[config.mk]
export PLATFORM = sky130hd
export DESIGN_NAME = aes_byte_packer
export DESIGN_NICKNAME = d
export VERILOG_FILES = /design/src/rtl/aes_pkg.sv /design/src/rtl/aes_byte_packer.sv
export SDC_FILE = /design/constraint.sdc
export NUM_CORES = 1
export LEC_CHECK = 0
export ABC_AREA = 1
export CORE_MARGIN = 2
export CORE_UTILIZATION = 47
export CTS_CLUSTER_SIZE = 14
export DETAILED_ROUTE_END_ITERATION = 6
export HOLD_SLACK_MARGIN = 0.06
export PLACE_DENSITY = 0.86
export SLEW_MARGIN = 20
export SYNTH_ARGS = -nofsm -noshare
export SYNTH_HDL_FRONTEND = slang
export SYNTH_SLANG_ARGS = --single-unit
[constraint.sdc]
create_clock -name clk -period 1.9 [get_ports clk]
set_clock_uncertainty 0.1 [all_clocks]
set_input_delay 0.285 -clock clk [delete_from_list [all_inputs] [get_ports clk]]
set_output_delay 0.285 -clock clk [all_outputs]
set_load 0.1 [all_outputs]
[src/rtl/aes_pkg.sv]
// Shared AES constants and the byte packer state encoding.
package aes_pkg;

    localparam int AES_BLOCK_BITS  = 128;
    localparam int AES_BLOCK_BYTES = 16;

    typedef enum logic [1:0] {
        FILL   = 2'd0,
        HOLD   = 2'd1,
        PADBLK = 2'd2
    } packer_state_e;

    // Pad value for bytes after lastIdx; PKCS#7 stores the number of pad bytes.
    function automatic logic [7:0] padByte(input logic [3:0] lastIdx, input logic pkcs7);
        return pkcs7 ? {4'h0, 4'hF - lastIdx} : 8'h00;
    endfunction

endpackage

[src/rtl/aes_byte_packer.sv]
// Packs a byte stream into 128-bit AES plaintext blocks (byte 0 at bits [0:7]),
// padding the final short block with zeros or PKCS#7.
module aes_byte_packer
    import aes_pkg::*;
#(
    parameter int PKCS7 = 0,
    parameter int N     = AES_BLOCK_BITS
) (
    input  logic         clk,
    input  logic         rst_n,
    input  logic [7:0]   in_data,
    input  logic         in_valid,
    input  logic         in_last,
    output logic         in_ready,
    output logic [0:N-1] out_block,
    output logic [4:0]   out_nbytes,
    output logic         out_last,
    output logic         out_valid,
    input  logic         out_ready
);

    localparam logic PadPkcs7 = (PKCS7 != 0);

    packer_state_e state_q, state_d;
    logic [3:0]    cnt_q, cnt_d;
    logic [0:N-1]  block_q, block_d;
    logic [4:0]    nbytes_q, nbytes_d;
    logic          last_q, last_d;
    logic          padPend_q, padPend_d;

    logic [3:0]    loadIdx;
    logic [0:N-1]  loadBase;
    logic [0:N-1]  loadBlock;
    logic [0:N-1]  closeBlock;
    logic [7:0]    padVal;
    logic          loadCloses;
    logic          fullLast;

    // A byte accepted in HOLD overlaps the handshake, so it starts a fresh block at index 0.
    always_comb begin
        loadIdx    = (state_q == FILL) ? cnt_q : 4'd0;
        loadBase   = (state_q == FILL) ? block_q : '0;
        padVal     = padByte(loadIdx, PadPkcs7);
        loadCloses = in_last || (loadIdx == 4'hF);
        fullLast   = PadPkcs7 && in_last && (loadIdx == 4'hF);
        loadBlock  = loadBase;
        closeBlock = loadBase;
        for (int k = 0; k < AES_BLOCK_BYTES; k++) begin
            if (4'(k) == loadIdx) begin
                loadBlock[8*k +: 8]  = in_data;
                closeBlock[8*k +: 8] = in_data;
            end else if (4'(k) > loadIdx) begin
                closeBlock[8*k +: 8] = padVal;
            end
        end
    end

    always_comb begin
        state_d   = state_q;
        cnt_d     = cnt_q;
        block_d   = block_q;
        nbytes_d  = nbytes_q;
        last_d    = last_q;
        padPend_d = padPend_q;
        in_ready  = 1'b0;
        out_valid = 1'b0;

        case (state_q)
            FILL:    in_ready = 1'b1;
            // A pending PKCS#7 pad block must go out before any new message byte.
            HOLD: begin
                in_ready  = out_ready && !padPend_q;
                out_valid = 1'b1;
            end
            PADBLK:  out_valid = 1'b1;
            default: state_d = FILL;
        endcase

        if (out_valid && out_ready) begin
            state_d   = FILL;
            cnt_d     = '0;
            block_d   = '0;
            nbytes_d  = '0;
            last_d    = 1'b0;
            padPend_d = 1'b0;
            if (padPend_q) begin
                state_d = PADBLK;
                block_d = {AES_BLOCK_BYTES{8'h10}};
                last_d  = 1'b1;
            end
        end

        if (in_valid && in_ready) begin
            cnt_d = loadIdx + 4'd1;
            if (loadCloses) begin
                state_d   = HOLD;
                block_d   = closeBlock;
                nbytes_d  = {1'b0, loadIdx} + 5'd1;
                last_d    = in_last && !fullLast;
                padPend_d = fullLast;
            end else begin
                state_d = FILL;
                block_d = loadBlock;
            end
        end
    end

    always_ff @(posedge clk or negedge rst_n) begin
        if (!rst_n) begin
            state_q   <= FILL;
            cnt_q     <= '0;
            block_q   <= '0;
            nbytes_q  <= '0;
            last_q    <= 1'b0;
            padPend_q <= 1'b0;
        end else begin
            state_q   <= state_d;
            cnt_q     <= cnt_d;
            block_q   <= block_d;
            nbytes_q  <= nbytes_d;
            last_q    <= last_d;
            padPend_q <= padPend_d;
        end
    end

    assign out_block  = block_q;
    assign out_nbytes = nbytes_q;
    assign out_last   = last_q;

endmodule

* After elaboration in Yosys (flattened, before gate mapping)
Cells that the tools add are included.
** Storage, ports and cells
- Flip-flop bits (word level) :: 141
- Latch bits :: 0
- Bits in writable memories :: 0
- Bits in read-only memories :: 0
- Input port bits :: 13
- Output and inout bits :: 136
- Word-level logic and storage cells :: 126
- Memories kept :: 0
** Operators by class
- Add/subtract/negate cells :: 2
- $mul :: 0
- Div/mod/pow operators :: 0
- Magnitude comparators :: 16
- Eq/ne operators :: 19
- Shift operators :: 0
- Muxes and demuxes :: 73
- Bitwise logic cells :: 0
- Reductions and logical operators :: 10
** Operators by type and width (number)
- 128-bit 2-to-1 mux :: 4
- 8-bit 2-to-1 mux :: 48
- 125-bit 2-to-1 mux :: 1
- 4-bit equality test (first input constant) :: 8
- 4-bit greater-than comparator (first input constant) :: 8
- 3-bit by 4-bit equality test with 1-bit output (first input constant) :: 4
- 3-bit by 4-bit greater-than comparator with 1-bit output (first input constant) :: 4
- 5-bit 2-to-1 mux :: 3
- 4-bit 2-to-1 mux :: 3
- 1-bit 2-to-1 mux :: 9
- 2-bit by 4-bit equality test with 1-bit output (first input constant) :: 2
- 1-bit by 4-bit greater-than comparator with 1-bit output (first input constant) :: 2
- 2-bit by 4-bit greater-than comparator with 1-bit output (first input constant) :: 2
- 2-bit 2-to-1 mux :: 4
- 4-bit by 1-bit adder with 5-bit output (second input constant) :: 1
- 4-bit by 1-bit adder with 4-bit output (second input constant) :: 1
- 1-bit by 4-bit equality test with 1-bit output (first input constant) :: 1
- 4-bit equality test (second input constant) :: 1
- 4-bit zero test :: 1
- 1-bit logical AND :: 3
- 3-bit by 1-bit != test with 1-bit output (second input constant) :: 1
- 3-bit OR reduction :: 1
- 2-bit by 1-bit equality test with 1-bit output (second input constant) :: 1
- 2-bit equality test (second input constant) :: 1
- 6 further kinds :: 6

* Depth between registers and ports, before layout
- Depth after elaboration :: 7
- Gate-level depth with buffers :: 12

* Worst setup path before layout
Ideal clock, no wire load.
- Kind :: reg-to-reg
- Start :: register state_q[0]
- End :: register block_q, in the netlist out_block[13]
- Library setup time :: 0.129 ns
- Arrival :: 2.340 ns
- Required time :: 1.671 ns
- Path slack :: -0.669 ns
- Cell stages (with the launch flop) :: 10
- Buffers on the path :: 2
- Cells stage by stage :: dfrtp_1 -> inv_1 -> ha_1 -> nand2_1 -> nand2_2 -> inv_2 -> buf_6 -> buf_4 -> nand2_1 -> o21ai_0
** Between the ends
- Elaborated cells between the ends (all ways) :: 20
** RTL lines
- start, declared :: RTL line aes_byte_packer.sv:24 : packer_state_e state_q, state_d;
- start signal, assigned :: RTL line aes_byte_packer.sv:117 : state_q <= state_d;
- 2-bit equality test or 2-bit by 1-bit equality test with 1-bit output (tied branches) :: RTL line aes_byte_packer.sv:68 : case (state_q)
- 2-bit OR reduction (no line) (*)
- 1-bit 2-to-1 mux (*) :: RTL line aes_byte_packer.sv:68
- via out_valid :: RTL line aes_byte_packer.sv:18 : output logic out_valid,
- 1-bit logical AND (*) :: RTL line aes_byte_packer.sv:79 : if (out_valid && out_ready) begin
- 2-bit nonzero test (no line) (*)
- end signal, assigned :: RTL line aes_byte_packer.sv:119 : block_q <= block_d;
- end, declared :: RTL line aes_byte_packer.sv:26 : logic [0:N-1] block_q, block_d;
The timed path passes the listed nets; every way through them passes the cells marked *.
A chain may end at the register's enable or synchronous reset.

* Worst setup path after layout
- Start :: register state_q[1]
- End :: register block_q, in the netlist out_block[110]
** Between the ends
- Longest elaborated chain between the ends :: 7
- Elaborated cells between the ends (all ways) :: 20
** Ends and longest elaborated chain
- 2-bit zero test :: RTL line aes_byte_packer.sv:41, aes_byte_packer.sv:42, aes_byte_packer.sv:68
- 4-bit 2-to-1 mux :: RTL line aes_byte_packer.sv:41 : loadIdx = (state_q == FILL) ? cnt_q : 4'd0;
- 4-bit greater-than comparator :: RTL line aes_byte_packer.sv:52 : end else if (4'(k) > loadIdx) begin
- 8-bit 2-to-1 mux :: RTL line aes_byte_packer.sv:52
- 8-bit 2-to-1 mux :: RTL line aes_byte_packer.sv:49 : if (4'(k) == loadIdx) begin
- 128-bit 2-to-1 mux :: RTL line aes_byte_packer.sv:95 : if (loadCloses) begin
- 128-bit 2-to-1 mux :: RTL line aes_byte_packer.sv:93 : if (in_valid && in_ready) begin
Parallel ways exist; a longest one is shown, timed or not.

==> flow_summary.yaml <==
route:
  wl_mm: 41.6
  drc: 40
  vias_per_cell: 6.90
  vias: 9904
  drt_iter0_markers: 1989
  ant_nets: 0
  wl_per_cell_um: 29.0
  dr.pass1.iters: 7
clock_tree:
  numClockSinks: 141
  cts_tree: "done"
  worstSkewPairLatency_ns: 0.47
  numCtsBuffers: 17
  cts_root_buf: "clkbuf_16"
  cts.clk_slew.worst_paths_ns: 0.06
  ctsHtreeMaxLevel: 4
  cts.path.max_buffers: 2
worst_setup_path:
  crit_path_end_kind: "flop"
  required_ns: 2.16
  start_kind: "flop"
  r2r-start: "state_q[1]"
  crit_path_max_fanout: 7
  timing.rr.end: "out_block[110]"
  r2r_slack_ns: -0.77
  worstSetupPathType: "flop to flop"
  arrival_ns: 2.93
  r2r_cells: 10
timing:
  clock.fmax_mhz: 375
  worst_pin_slew_ns: 0.951
  slew_viol_final: 0
  setup_viol: 140
  post-route-worst-setup-slack_ns: -0.770
  rsz0062_at_grt: "yes"
  final_hold_viol_count: 0
  fin_hold_ws_ns: 0.245
  finalCriticalPeriod_ns: 2.67
  setup_tns_ns: -40.35
  fin_crit_sh_pct: 141
  slew_headroom_pct: 35.9
grt:
  grt_pass1_vias: 9238
  antenna_found_initial: 1
  grt_pass1_wl_mm: 52.2
  grt_max_degree: 55
  grt_overflow: 0
  grt_use_total_pct: 41.5
run_status:
  status: "finished, violations left"
  violations: "design-rule violations, negative setup slack"
logic_synthesis:
  ys_types: 31
  syn_area_um2: 7370
  ys.flop_type: "dfrtp_1"
  synth_nets: 970
  syn-instance-count: 949
  ys_seq_elements: 141
  yosysTopAreaCellShare_pct: 47.9
  seq_area_frac_synth_pct: 47.9
  syn-mean-instance-area_um2: 7.76
  yosysWarnings: 0
  synth_most_common_cell: "nand2_1"
  synth_area_leaders: "dfrtp_1 (48%), nand2_1 (19%), o21ai_0 (9.4%)"
  synth_top_area_cell: "dfrtp_1"
  yosys-top-cells-count: "nand2_1 (375), dfrtp_1 (141), o21ai_0 (138)"
  synth-async-reset-ratio_pct: 100
  synth-edff-count: 0
place:
  gp_congestion: 0.952
  dp_hpwl_mm: 18.3
  dp_slack_ns: -0.167
  portBuffers: 148
die:
  num_io_pins: 149
  design.die.area_um2: 16700
  core_um2: 15300
  die_y_um: 129
  num_rows: 45
  start_util_pct: 48.3
  die_w_um: 129
final_layout:
  diodes: 0
  nets: 1233
  nFillCells: 530
  syn_to_final_growth_pct: 80.7
  drive_gt1_share_pct: 39.8
hold_path:
  worst_hold_path_type: "input pin to asynchronous set/reset pin"
power_and_ir_drop:
  power_mw: 18.4
  power.density_nw_per_um2: 1380
  leakage_nw: 6.20
  vdd_drop_max_mv: 1.39
job:
  maxCapViolCount: 0
[area by class of cell]
| class | count | area (um2) | share of cell area (%) |
|---|---|---|---|
| multi-input cells | 710 | 4270 | 32.0 |
| flip-flops and latches | 141 | 3530 | 26.5 |
| inverters | 51 | 249 | 1.87 |
| clock buffers | 18 | 439 | 3.30 |
| well taps | 211 | 264 | 1.98 |
| repair inverters | 1 | 7.51 | 0.0564 |
| repair buffers | 290 | 4400 | 33.0 |
| clock inverters | 14 | 160 | 1.20 |
[timing repair]
item / CTS / global route
resized for setup: 124 / 226
pin swaps: 26 / 62
cloned: 2 / 6
setup endpoints to repair: 139 / 141
hold buffers: 1 / 0
setup buffers: 23 / 25
endpoints found under the hold margin: 50 / 0
[sequential cells by signal (all words and copies together) (netlist names)]
name	count
state_q	2
out_block	128
out_nbytes	5
cnt_q	4
padPend_q	1
out_last	1
[cell usage in the layout, fill, tap and decap left out, types with 4 or more instances in the layout]
cell	instances
a21oi_1	7
a21oi_2	5
a31oi_1	5
buf_12	155
buf_4	75
buf_6	37
buf_8	6
clkbuf_16	20
clkdlybuf4s50_1	11
clkinv_4	6
clkinvlp_4	4
dfrtp_1	141
ha_4	6
inv_1	34
inv_2	4
inv_4	7
inv_6	5
nand2_1	319
nand2_2	34
nand2_4	24
nand2_8	12
nand3_1	28
nand3_2	11
nand3_4	11
nand4_1	5
nor2_1	10
nor2_4	10
o211ai_1	28
o21ai_0	45
o21ai_1	91
o21ai_2	32
o21ai_4	5
o22ai_1	8
[metrics by stage]
stage	area, um2	util [%]	cells
detailed placement	11100	73.0	1350
global route	13300	87.3	1436
floorplan	7460	-	949
CTS	12300	80.7	1408
global placement	11100	73.0	1350
finish	13300	87.3	1436
[power by group]
| part | leakage (nW) | total, mW | switching, mW | internal, mW |
|---|---|---|---|---|
| Clock | 0.292 | 3.55 | 1.56 | 1.99 |
| Sequential | 1.93 | 4.31 | 0.853 | 3.46 |
| Combinational | 3.98 | 10.6 | 7.01 | 3.57 |
[routing by layer]
metal / share of wire [%] / vias to the layer above / global-route usage (%)
met2: 41 / 1226 / 64.1
met3: 16 / 517 / 16.7
met1: 31 / 4481 / 46.7
li1: - / 3680 / -
met5: 0 / - / 0
met4: 12 / 0 / 29.7
[worst max-delay path by stage]
stage,slack (ns),cells after the start,start,to
global placement,-0.12,6,in_last,out_block[108]
global route,-0.75,10,state_q[1],out_block[109]
detailed placement,-0.17,9,out_ready,out_block[122]
finish,-0.77,10,state_q[1],out_block[110]
CTS,-0.10,7,state_q[1],in_ready
floorplan,-0.008,9,state_q[0],out_block[49]
[worst max-delay path: stages (launching register included)]
cell and delay [ns]:
dfrtp_1 0.42, inv_2 0.13, buf_6 0.12, ha_4 0.23, nand2_8 0.17, buf_12 0.19
nor2_8 0.19, o21ai_0 0.39, nand2_2 0.28, nand2_4 0.12, o22ai_1 0.22
[cell families after synthesis]
family	after synthesis	synth area share, %
buffers and inverters	99	6.28
flip-flops	141	47.9
AND/OR/NAND/NOR	470	26.8
AO/OA/AOI/OAI	231	17.7
adder cells (fa/ha/maj)	8	1.36
(Power assumes the default switching activity.)
